--- config.mk ---
export PLATFORM = sky130hd
export DESIGN_NAME = dmi_boot_sequencer
export DESIGN_NICKNAME = d
export VERILOG_FILES = /design/src/rtl/dmi_boot_sequencer.sv
export SDC_FILE = /design/constraint.sdc
export NUM_CORES = 1
export LEC_CHECK = 0
export CORE_UTILIZATION = 41
export CTS_CLUSTER_DIAMETER = 100
export CTS_CLUSTER_SIZE = 30
export DETAILED_ROUTE_END_ITERATION = 6
export PLACE_DENSITY = 0.77
export SYNTH_ARGS = -nofsm -noshare
export SYNTH_HDL_FRONTEND = slang
export SYNTH_SLANG_ARGS = --single-unit
--- constraint.sdc ---
create_clock -name clk_i -period 2.6 [get_ports clk_i]
set_clock_uncertainty 0.15 [all_clocks]
set_input_delay 0.39 -clock clk_i [delete_from_list [all_inputs] [get_ports clk_i]]
set_output_delay 0.39 -clock clk_i [all_outputs]
set_load 0.1 [all_outputs]
--- src/rtl/dmi_boot_sequencer.sv ---
// Boot sequencer mastering the debug module's DMI port: halts the hart, hands
// off to a memory loader, points DPC at the boot address and resumes the hart.
module dmi_boot_sequencer #(
  parameter logic [31:0] BootAddr    = 32'h8000_0000,
  parameter logic [9:0]  HartSel     = 10'd0,
  parameter int unsigned PollTimeout = 1024
) (
  input  logic        clk_i,
  input  logic        rst_ni,
  input  logic        start_i,
  output logic        load_req_o,
  input  logic        load_done_i,
  output logic        dmi_req_valid_o,
  input  logic        dmi_req_ready_i,
  output logic [6:0]  dmi_req_addr_o,
  output logic [1:0]  dmi_req_op_o,
  output logic [31:0] dmi_req_data_o,
  input  logic        dmi_resp_valid_i,
  output logic        dmi_resp_ready_o,
  input  logic [31:0] dmi_resp_data_i,
  input  logic [1:0]  dmi_resp_resp_i,
  output logic        busy_o,
  output logic        done_o,
  output logic        error_o,
  output logic [2:0]  err_code_o
);

  localparam int unsigned StepW = 4;
  localparam int unsigned PollW = (PollTimeout > 1) ? $clog2(PollTimeout) : 1;
  localparam logic [PollW-1:0] PollLast = PollW'(PollTimeout - 1);

  localparam logic [6:0] AddrData0      = 7'h04;
  localparam logic [6:0] AddrDmcontrol  = 7'h10;
  localparam logic [6:0] AddrDmstatus   = 7'h11;
  localparam logic [6:0] AddrAbstractcs = 7'h16;
  localparam logic [6:0] AddrCommand    = 7'h17;

  localparam logic [1:0] OpRead  = 2'd1;
  localparam logic [1:0] OpWrite = 2'd2;

  localparam logic [31:0] DmActiveHart = {6'd0, HartSel, 15'd0, 1'b1};
  localparam logic [31:0] HaltReq      = 32'h8000_0000;
  localparam logic [31:0] ResumeReq    = 32'h4000_0000;
  localparam logic [31:0] CmdWriteDpc  = 32'h0023_07B1;
  localparam logic [31:0] CmderrClear  = 32'h0000_0700;

  localparam logic [StepW-1:0] StepActivate   = 4'd1;
  localparam logic [StepW-1:0] StepHaltReq    = 4'd2;
  localparam logic [StepW-1:0] StepHaltPoll   = 4'd3;
  localparam logic [StepW-1:0] StepHaltClr    = 4'd4;
  localparam logic [StepW-1:0] StepLoad       = 4'd5;
  localparam logic [StepW-1:0] StepData0      = 4'd6;
  localparam logic [StepW-1:0] StepCommand    = 4'd7;
  localparam logic [StepW-1:0] StepBusyPoll   = 4'd8;
  localparam logic [StepW-1:0] StepResumeReq  = 4'd9;
  localparam logic [StepW-1:0] StepResumePoll = 4'd10;
  localparam logic [StepW-1:0] StepResumeClr  = 4'd11;
  localparam logic [StepW-1:0] StepCmderrClr  = 4'd12;

  localparam logic [2:0] ErrNone     = 3'd0;
  localparam logic [2:0] ErrResp     = 3'd1;
  localparam logic [2:0] ErrCmderr   = 3'd2;
  localparam logic [2:0] ErrHaltTo   = 3'd3;
  localparam logic [2:0] ErrResumeTo = 3'd4;
  localparam logic [2:0] ErrBusyTo   = 3'd5;

  typedef enum logic [2:0] {
    IDLE,
    REQ,
    RESP,
    WAIT_LOAD,
    DONE,
    ERROR
  } state_e;

  typedef struct packed {
    logic [6:0]  addr;
    logic [1:0]  op;
    logic [31:0] data;
  } dmi_req_t;

  state_e           state_q, state_d;
  logic [StepW-1:0] step_q, step_d;
  logic [PollW-1:0] poll_q, poll_d;
  logic [2:0]       err_q, err_d;
  logic             armed_q;
  dmi_req_t         req_q;
  logic             poll_last;
  logic             unused_resp_bits;

  // DMI transaction issued by each step; reads carry zero data.
  function automatic dmi_req_t step_req(input logic [StepW-1:0] step);
    dmi_req_t r;
    r = '0;
    case (step)
      StepActivate: begin
        r.addr = AddrDmcontrol;  r.op = OpWrite; r.data = 32'h0000_0001;
      end
      StepHaltReq: begin
        r.addr = AddrDmcontrol;  r.op = OpWrite; r.data = DmActiveHart | HaltReq;
      end
      StepHaltPoll, StepResumePoll: begin
        r.addr = AddrDmstatus;   r.op = OpRead;
      end
      StepHaltClr, StepResumeClr: begin
        r.addr = AddrDmcontrol;  r.op = OpWrite; r.data = DmActiveHart;
      end
      StepData0: begin
        r.addr = AddrData0;      r.op = OpWrite; r.data = BootAddr;
      end
      StepCommand: begin
        r.addr = AddrCommand;    r.op = OpWrite; r.data = CmdWriteDpc;
      end
      StepBusyPoll: begin
        r.addr = AddrAbstractcs; r.op = OpRead;
      end
      StepResumeReq: begin
        r.addr = AddrDmcontrol;  r.op = OpWrite; r.data = DmActiveHart | ResumeReq;
      end
      StepCmderrClr: begin
        r.addr = AddrAbstractcs; r.op = OpWrite; r.data = CmderrClear;
      end
      default: r = '0;
    endcase
    return r;
  endfunction

  assign poll_last = (poll_q == PollLast);
  assign unused_resp_bits = ^{dmi_resp_data_i[31:18], dmi_resp_data_i[16:13],
                              dmi_resp_data_i[11], dmi_resp_data_i[7:0]};

  // State and sequencing registers; armed_q masks a start on the first edge out of reset.
  always_ff @(posedge clk_i or negedge rst_ni) begin
    if (!rst_ni) begin
      state_q <= IDLE;
      step_q  <= '0;
      poll_q  <= '0;
      err_q   <= ErrNone;
      armed_q <= 1'b0;
    end else begin
      state_q <= state_d;
      step_q  <= step_d;
      poll_q  <= poll_d;
      err_q   <= err_d;
      armed_q <= 1'b1;
    end
  end

  always_comb begin
    state_d = state_q;
    step_d  = step_q;
    poll_d  = poll_q;
    err_d   = err_q;
    case (state_q)
      IDLE, DONE, ERROR: begin
        if (start_i && armed_q) begin
          state_d = REQ;
          step_d  = StepActivate;
          poll_d  = '0;
          err_d   = ErrNone;
        end
      end
      REQ: begin
        if (dmi_req_valid_o && dmi_req_ready_i) state_d = RESP;
      end
      RESP: begin
        if (dmi_resp_valid_i && dmi_resp_ready_o) begin
          state_d = REQ;
          if (dmi_resp_resp_i != 2'd0) begin
            state_d = ERROR;
            err_d   = ErrResp;
          end else begin
            case (step_q)
              StepHaltPoll: begin
                if (dmi_resp_data_i[9]) begin
                  step_d = StepHaltClr;
                  poll_d = '0;
                end else if (poll_last) begin
                  state_d = ERROR;
                  err_d   = ErrHaltTo;
                end else begin
                  poll_d = poll_q + PollW'(1);
                end
              end
              StepHaltClr: begin
                state_d = WAIT_LOAD;
                step_d  = StepLoad;
              end
              StepBusyPoll: begin
                if (!dmi_resp_data_i[12]) begin
                  step_d = (dmi_resp_data_i[10:8] != 3'd0) ? StepCmderrClr : StepResumeReq;
                  poll_d = '0;
                end else if (poll_last) begin
                  state_d = ERROR;
                  err_d   = ErrBusyTo;
                end else begin
                  poll_d = poll_q + PollW'(1);
                end
              end
              StepResumePoll: begin
                if (dmi_resp_data_i[17]) begin
                  step_d = StepResumeClr;
                  poll_d = '0;
                end else if (poll_last) begin
                  state_d = ERROR;
                  err_d   = ErrResumeTo;
                end else begin
                  poll_d = poll_q + PollW'(1);
                end
              end
              StepResumeClr: state_d = DONE;
              StepCmderrClr: begin
                state_d = ERROR;
                err_d   = ErrCmderr;
              end
              default: begin
                step_d = step_q + StepW'(1);
                poll_d = '0;
              end
            endcase
          end
        end
      end
      WAIT_LOAD: begin
        if (load_done_i) begin
          state_d = REQ;
          step_d  = StepData0;
        end
      end
      default: state_d = IDLE;
    endcase
  end

  // Outputs registered from the next state so they track the state register exactly.
  always_ff @(posedge clk_i or negedge rst_ni) begin
    if (!rst_ni) begin
      dmi_req_valid_o  <= 1'b0;
      req_q            <= '0;
      dmi_resp_ready_o <= 1'b0;
      busy_o           <= 1'b0;
      load_req_o       <= 1'b0;
      done_o           <= 1'b0;
      error_o          <= 1'b0;
    end else begin
      dmi_req_valid_o  <= (state_d == REQ);
      req_q            <= (state_d == REQ) ? step_req(step_d) : '0;
      dmi_resp_ready_o <= (state_d == RESP);
      busy_o           <= (state_d == REQ) || (state_d == RESP) || (state_d == WAIT_LOAD);
      load_req_o       <= (state_d == WAIT_LOAD);
      done_o           <= (state_d == DONE);
      error_o          <= (state_d == ERROR);
    end
  end

  assign dmi_req_addr_o = req_q.addr;
  assign dmi_req_op_o   = req_q.op;
  assign dmi_req_data_o = req_q.data;
  assign err_code_o     = err_q;

endmodule

# ---- Word-level counts from Yosys, hierarchy flattened
# Index checks and enable logic that the tools add are counted.
dict set report totals {
  regBits 68
  input_bits 40
  out_inout_bits 50
  wordCells 116
}
dict set report classes {
  n_addsub 2
  n_eq_ne 39
  muxes 44
  reduce_logical 17
}
# cell count
set op_table {}
lappend op_table {{case mux 32 bit (6 select lines)} 1}
lappend op_table {{two-way mux 10 bit} 7}
lappend op_table {{two-way mux 3 bit} 19}
lappend op_table {{case mux 7 bit (6 select lines)} 1}
lappend op_table {{two-way mux 41 bit} 1}
lappend op_table {{case mux 10 bit (4 select lines)} 1}
lappend op_table {{== test 4 bit (second input constant)} 9}
lappend op_table {{two-way mux 4 bit} 7}
lappend op_table {{inequality test 4 bit (second input constant)} 6}
lappend op_table {{case mux 3 bit (4 select lines)} 2}
lappend op_table {{case mux 10 bit (2 select lines)} 1}
lappend op_table {{case mux 4 bit (5 select lines)} 1}
lappend op_table {{case mux 3 bit (6 select lines)} 1}
lappend op_table {{== test 4 x 3 -> 1 bit (second input constant)} 4}
lappend op_table {{== test 3 x 2 -> 1 bit (second input constant)} 4}
lappend op_table {{== test 3 bit (second input constant)} 4}
lappend op_table {{== test 4 x 2 -> 1 bit (second input constant)} 3}
lappend op_table {{case mux 4 bit (3 select lines)} 1}
lappend op_table {{adder 10 x 1 -> 10 bit (second input constant)} 1}
lappend op_table {{== test 10 bit (second input constant)} 1}
lappend op_table {{AND reduction 10 bit} 1}
lappend op_table {{OR reduction 3 bit} 3}
lappend op_table {{inequality test 2 bit (second input constant)} 4}
lappend op_table {{== test 3 x 1 -> 1 bit (second input constant)} 2}
lappend op_table {{other kinds (12)} 17}

# ---- Depth between registers and ports, before layout
dict set report depth {
  ltp_word 11
  ltp_mapped 12
  depth_no_buf 10
}

# ---- Least setup slack after synthesis
# Ideal clock, no wire load.
dict set report synth_timing {
  kind {register -> register}
  from {reg dmi_resp_ready_o}
  to {reg req_q (netlist bit dmi_req_data_o[10])}
  setup_time_ps 87
  t_arrival_ps 2719
  required_time_ps 2363
  path_slack_ps -356
  path_stages_with_launch 9
  n_path_buf 1
  synth_period_minus_slack_ps 2956
  cell_sequence {dfrtp_1 > and4bb_2 > or4b_1 > a22o_1 > a21o_1 > buf_6 > nor2b_4 > nand2_2 > a211oi_2}
}
dict set report synth_between {
  elab_chain_cells 7
  word_cells_on_any_way 17
  classes_between {9 x eq/ne; 6 x mux; 2 x reduce/logical}
}
# item line
set synth_rtl {}
lappend synth_rtl {{start, declared} 19} ;# output logic dmi_resp_ready_o,
lappend synth_rtl {{start signal, assigned} 247} ;# dmi_resp_ready_o <= (state_d == RESP);
lappend synth_rtl {{logical AND 1 bit *} 167} ;# if (dmi_resp_valid_i && dmi_resp_ready_o) begin
lappend synth_rtl {{two-way mux 4 bit *} 167}
lappend synth_rtl {{case mux 4 bit (3 select lines) *} 154} ;# case (state_q)
lappend synth_rtl {{via step_d[3]} 83} ;# logic [StepW-1:0] step_q, step_d;
lappend synth_rtl {{== test 4 x 3 -> 1 bit, or another cell as far along} 95} ;# case (step)
lappend synth_rtl {{OR reduction 3 bit (no source line)} -}
lappend synth_rtl {{case mux 32 bit (6 select lines) *} 95}
lappend synth_rtl {{two-way mux 41 bit *} 246} ;# req_q <= (state_d == REQ) ? step_req(step_d) : '0;
lappend synth_rtl {{end signal, assigned} 246}
lappend synth_rtl {{end, declared} 87} ;# dmi_req_t req_q;
# Mark *: on every way through the listed nets, which the timed path passes. The rest lies on a longest branch.
# A chain may end at the register's enable or synchronous reset.

# ---- Worst setup path in the final report
dict set report layout_timing {
  from {reg step_q[0]}
  to {reg req_q (netlist bit dmi_req_data_o[10])}
}
dict set report layout_between {
  elab_chain_cells 10
  word_cells_on_any_way 33
  classes_between {1 x add/sub; 15 x eq/ne; 15 x mux; 2 x reduce/logical}
}
# item line
set layout_rtl {}
lappend layout_rtl {{start, declared} 83}
lappend layout_rtl {{start signal, assigned} 142} ;# step_q <= step_d;
lappend layout_rtl {{parallel branches: the longest is 2 deep, another holds adder 4 x 1 -> 4 bit} -}
lappend layout_rtl {{case mux 4 bit (5 select lines) *} 173} ;# case (step_q)
lappend layout_rtl {{two-way mux 4 bit *} 169} ;# if (dmi_resp_resp_i != 2'd0) begin
lappend layout_rtl {{two-way mux 4 bit *} 167}
lappend layout_rtl {{case mux 4 bit (3 select lines) *} 154}
lappend layout_rtl {{via step_d[1]} 83}
lappend layout_rtl {{== test 4 x 3 -> 1 bit, or another cell as far along} 95}
lappend layout_rtl {{OR reduction 3 bit (no source line)} -}
lappend layout_rtl {{case mux 32 bit (6 select lines) *} 95}
lappend layout_rtl {{two-way mux 41 bit *} 246}
# Mark *: on every way through the listed nets, which the timed path passes.

==> out/metrics.csv <==
stage;metric;value;unit
drt;Antenna Nets Post-Route;0;
global_routing;largest net degree at the start of global routing;39;
synth;Mapped Cells;286;
drt;Vias;2374;
power_and_ir_drop;Power Total;3252;uW
floorplanning;die span in x;80.85;um
clock_network;CTS Buffer Depth;2;
floorplanning;Top Ports;90;
drt;via/cell ratio;5.383;
sta;Worst Hold Slack;0.03315;ns
final_layout;Area Growth Syn to Fin;35.79;%
clock_network;Max H-tree Level;2;
sta;slew margin rel.;0.4582;
sta;post-layout min period;2.576;ns
power_and_ir_drop;worst vdd ir;0.0008994;V
final_layout;Fill cells;510;
critical_path;crit-path max FO;8;
synth;Synth Register Bits;38;
global_routing;first-pass GRT wire length;9853;um
status;run status;completed;
final_layout;layout cells sized above 1;0.3661;
final_layout;Multi-input gate area;1516;um2
global_routing;GRT Util Overall;0.1953;
final_layout;Antenna Cells;0;
global_routing;initial antenna violation count;0;
drt;First-pass DRT Iterations;4;
floorplanning;Core ar.;5956;um2
final_layout;Storage cell area;957.2;um2
synth;synth warn;0;
floorplanning;# rows;28;
placed_design;DP Cell Count;429;
placed_design;DP HPWL;4650;um
sta;setup violators final;0;
synth;Area contributors post-synth;dfrtp_1 37%, buf_4 9.1%, nand2_1 3.5%, a21oi_1 3.1%, nor2_1 2.8%;
clock_network;Worst-Skew Late Latency;0.29;ns
drt;drc violations;0;
critical_path;worst r2r path cells;11;
floorplanning;DIE AREA;6536;um2
floorplanning;Die Height;80.85;um
sta;fin worst setup slack;0.02436;ns
clock_network;Clock Pin Slew Worst Setup and Hold Paths;0.08;ns
synth;Synth top cells by count;38 x dfrtp_1, 31 x buf_4, 24 x nand2_1;
critical_path;Crit path required time;2.65;ns
synth;Yosys cell types;66;
critical_path;Crit-path slowest cell;dfrtp_1;
synth;Yosys top cell area share;0.3731;
critical_path;slowest cell delay on critical path;0.43;ns
synth;area leader, netlist;dfrtp_1;
critical_path;critical path depth;11;
power_and_ir_drop;Power Density;939.6;nW/um2
synth;ys flop type;dfrtp_1;
clock_network;root buffer cell;clkbuf_8;
critical_path;CP Class;reg2reg;
sta;max-slew violation count;0;
critical_path;delay-heaviest family, CP;compound AO/OA/AOI/OAI gates;
placed_design;Place WS;-0.3725;ns
clock_network;CTS Hold Buffers Added;0;
synth;most common cell in the netlist;dfrtp_1;
critical_path;crit path cell chain;buf_6 -> ha_4 -> buf_4 -> nor2_2 -> o211ai_1 -> a211oi_2 -> o311ai_4 -> buf_6 -> nand2b_1 -> nand2b_4 -> a211oi_2;
synth;post-synthesis sequential area ratio;0.3731;
critical_path;CP arrival;2.63;ns
clock_network;Num CTS Buffers;5;
sta;Tcrit/Tclk final;0.9906;
drt;drt first-iter violations;100;
sta;pin slew with the least headroom to its limit;0.8127;ns
drt;WL per Instance;14.57;um
placed_design;Final Wtd Congestion;0.9063;
synth;Synth Cell Area;2549;um2
synth;syn_area_per_cell;8.912;um2
global_routing;GR Overflow Total;0;
sta;fmax;388.3;MHz
placed_design;I/O Buffers;39;
power_and_ir_drop;LEAKAGE;0.001617;uW
final_layout;Final nets;409;
sta;Hold Fails Final Rpt;0;
global_routing;vias in the first global route;2164;
synth;ys async rst share;1.000;
clock_network;CTS tree;done;
floorplanning;starting density of the core;0.4279;
hold_path;Hold Path Class;in2async;
clock_network;Sink Count;38;
final_layout;non-filler cells, final;441;
critical_path;crit path launch type;flop;
job;Max Cap Viol;0;
drt;final WL;6426;um
synth;Post-synth EDFFs;0;
critical_path;WP buf/inv;3;
critical_path;CP Capture Type;flop;
## final timing paths
| path | start | end | slack [ns] |
|---|---|---|---|
| setup / recovery | step_q[0] | dmi_req_data_o[10] | 0.02 |
| hold / removal | rst_ni | err_code_o[0] | 0.03 |
| setup reg to reg | step_q[0] | dmi_req_data_o[10] | 0.02 |
| hold reg to reg | err_code_o[2] | err_code_o[2] | 0.35 |
| max in group asynchronous | rst_ni | dmi_resp_ready_o | 1.66 |
| min in group clk_i | err_code_o[2] | err_code_o[2] | 0.35 |
## power by group
group          internal (uW)  switching, uW
Combinational            694           1330
Sequential               706            100
Clock                    213            212
Total                   1610           1640
## layer usage
metal,vias to the layer above,share of wire,global-route usage
met5,-,0,0
met4,0,0.013,0.08214
met3,11,0.047,0.04045
met2,72,0.52,0.3303
met1,1156,0.42,0.2403
li1,1135,-,-
## area by class of cell
class	count	share of cell area
Multi-Input combinational cell	216	0.4382
Sequential cell	38	0.2766
Timing Repair Buffer	93	0.2187
Tap cell	75	0.02711
Clock buffer	6	0.02386
Inverter	11	0.01193
Clock inverter	2	0.003615
## through the flow
stage | util | cell area [um2] | TNS, ns
finish | 0.5811 | 3461 | 0
global route | 0.5811 | 3461 | -0.1321
CTS | 0.5475 | 3261 | 0
detailed placement | 0.5248 | 3126 | -3.235
global placement | 0.5248 | 3126 | -3.105
floorplan | - | 2635 | 0
## placed cells by master (no fill, tap or decap), types with 4 or more instances in the layout
cell type        netlist  layout
a211oi_2               3       4
a21oi_1               16      14
and2_1                 4       4
buf_4                 31      74
buf_6                  1       7
clkbuf_8               0       6
clkdlybuf4s50_1        0       8
conb_1                 2      24
dfrtp_1               38      35
inv_1                 10       8
nand2_1               24      24
nand2b_1               7       5
nand3_1                8       8
nand4_1                5       5
nor2_1                19      17
nor2b_1                4       4
nor3_1                 9       8
o21ai_0               11       9
or3_1                  6       5
xor2_1                 4       4
## logic make-up after synthesis
logic type               after synthesis  synth area share
AND/OR/NAND/NOR                      111            0.2435
AO/OA/AOI/OAI                         67            0.1915
adder cells (fa/ha/maj)                4           0.01964
multiplexers                           4           0.01620
flip-flops                            38            0.3731
other                                  2          0.002947
XOR/XNOR                               6           0.02062
buffers and inverters                 54            0.1325
## state kept, by name, indices dropped and copies added (netlist names), 2 cells and up
name            flops
dmi_req_addr_o      4
dmi_req_op_o        2
err_code_o          3
state_q             3
dmi_req_data_o      5
poll_q             10
step_q              4
## repair_timing
item	CTS	global route
setup buffers	0	4
pin swaps	1	18
endpoints found under the setup margin	12	15
endpoints found under the hold margin	0	0
resized for setup	9	39
(Power assumes the default switching activity.)
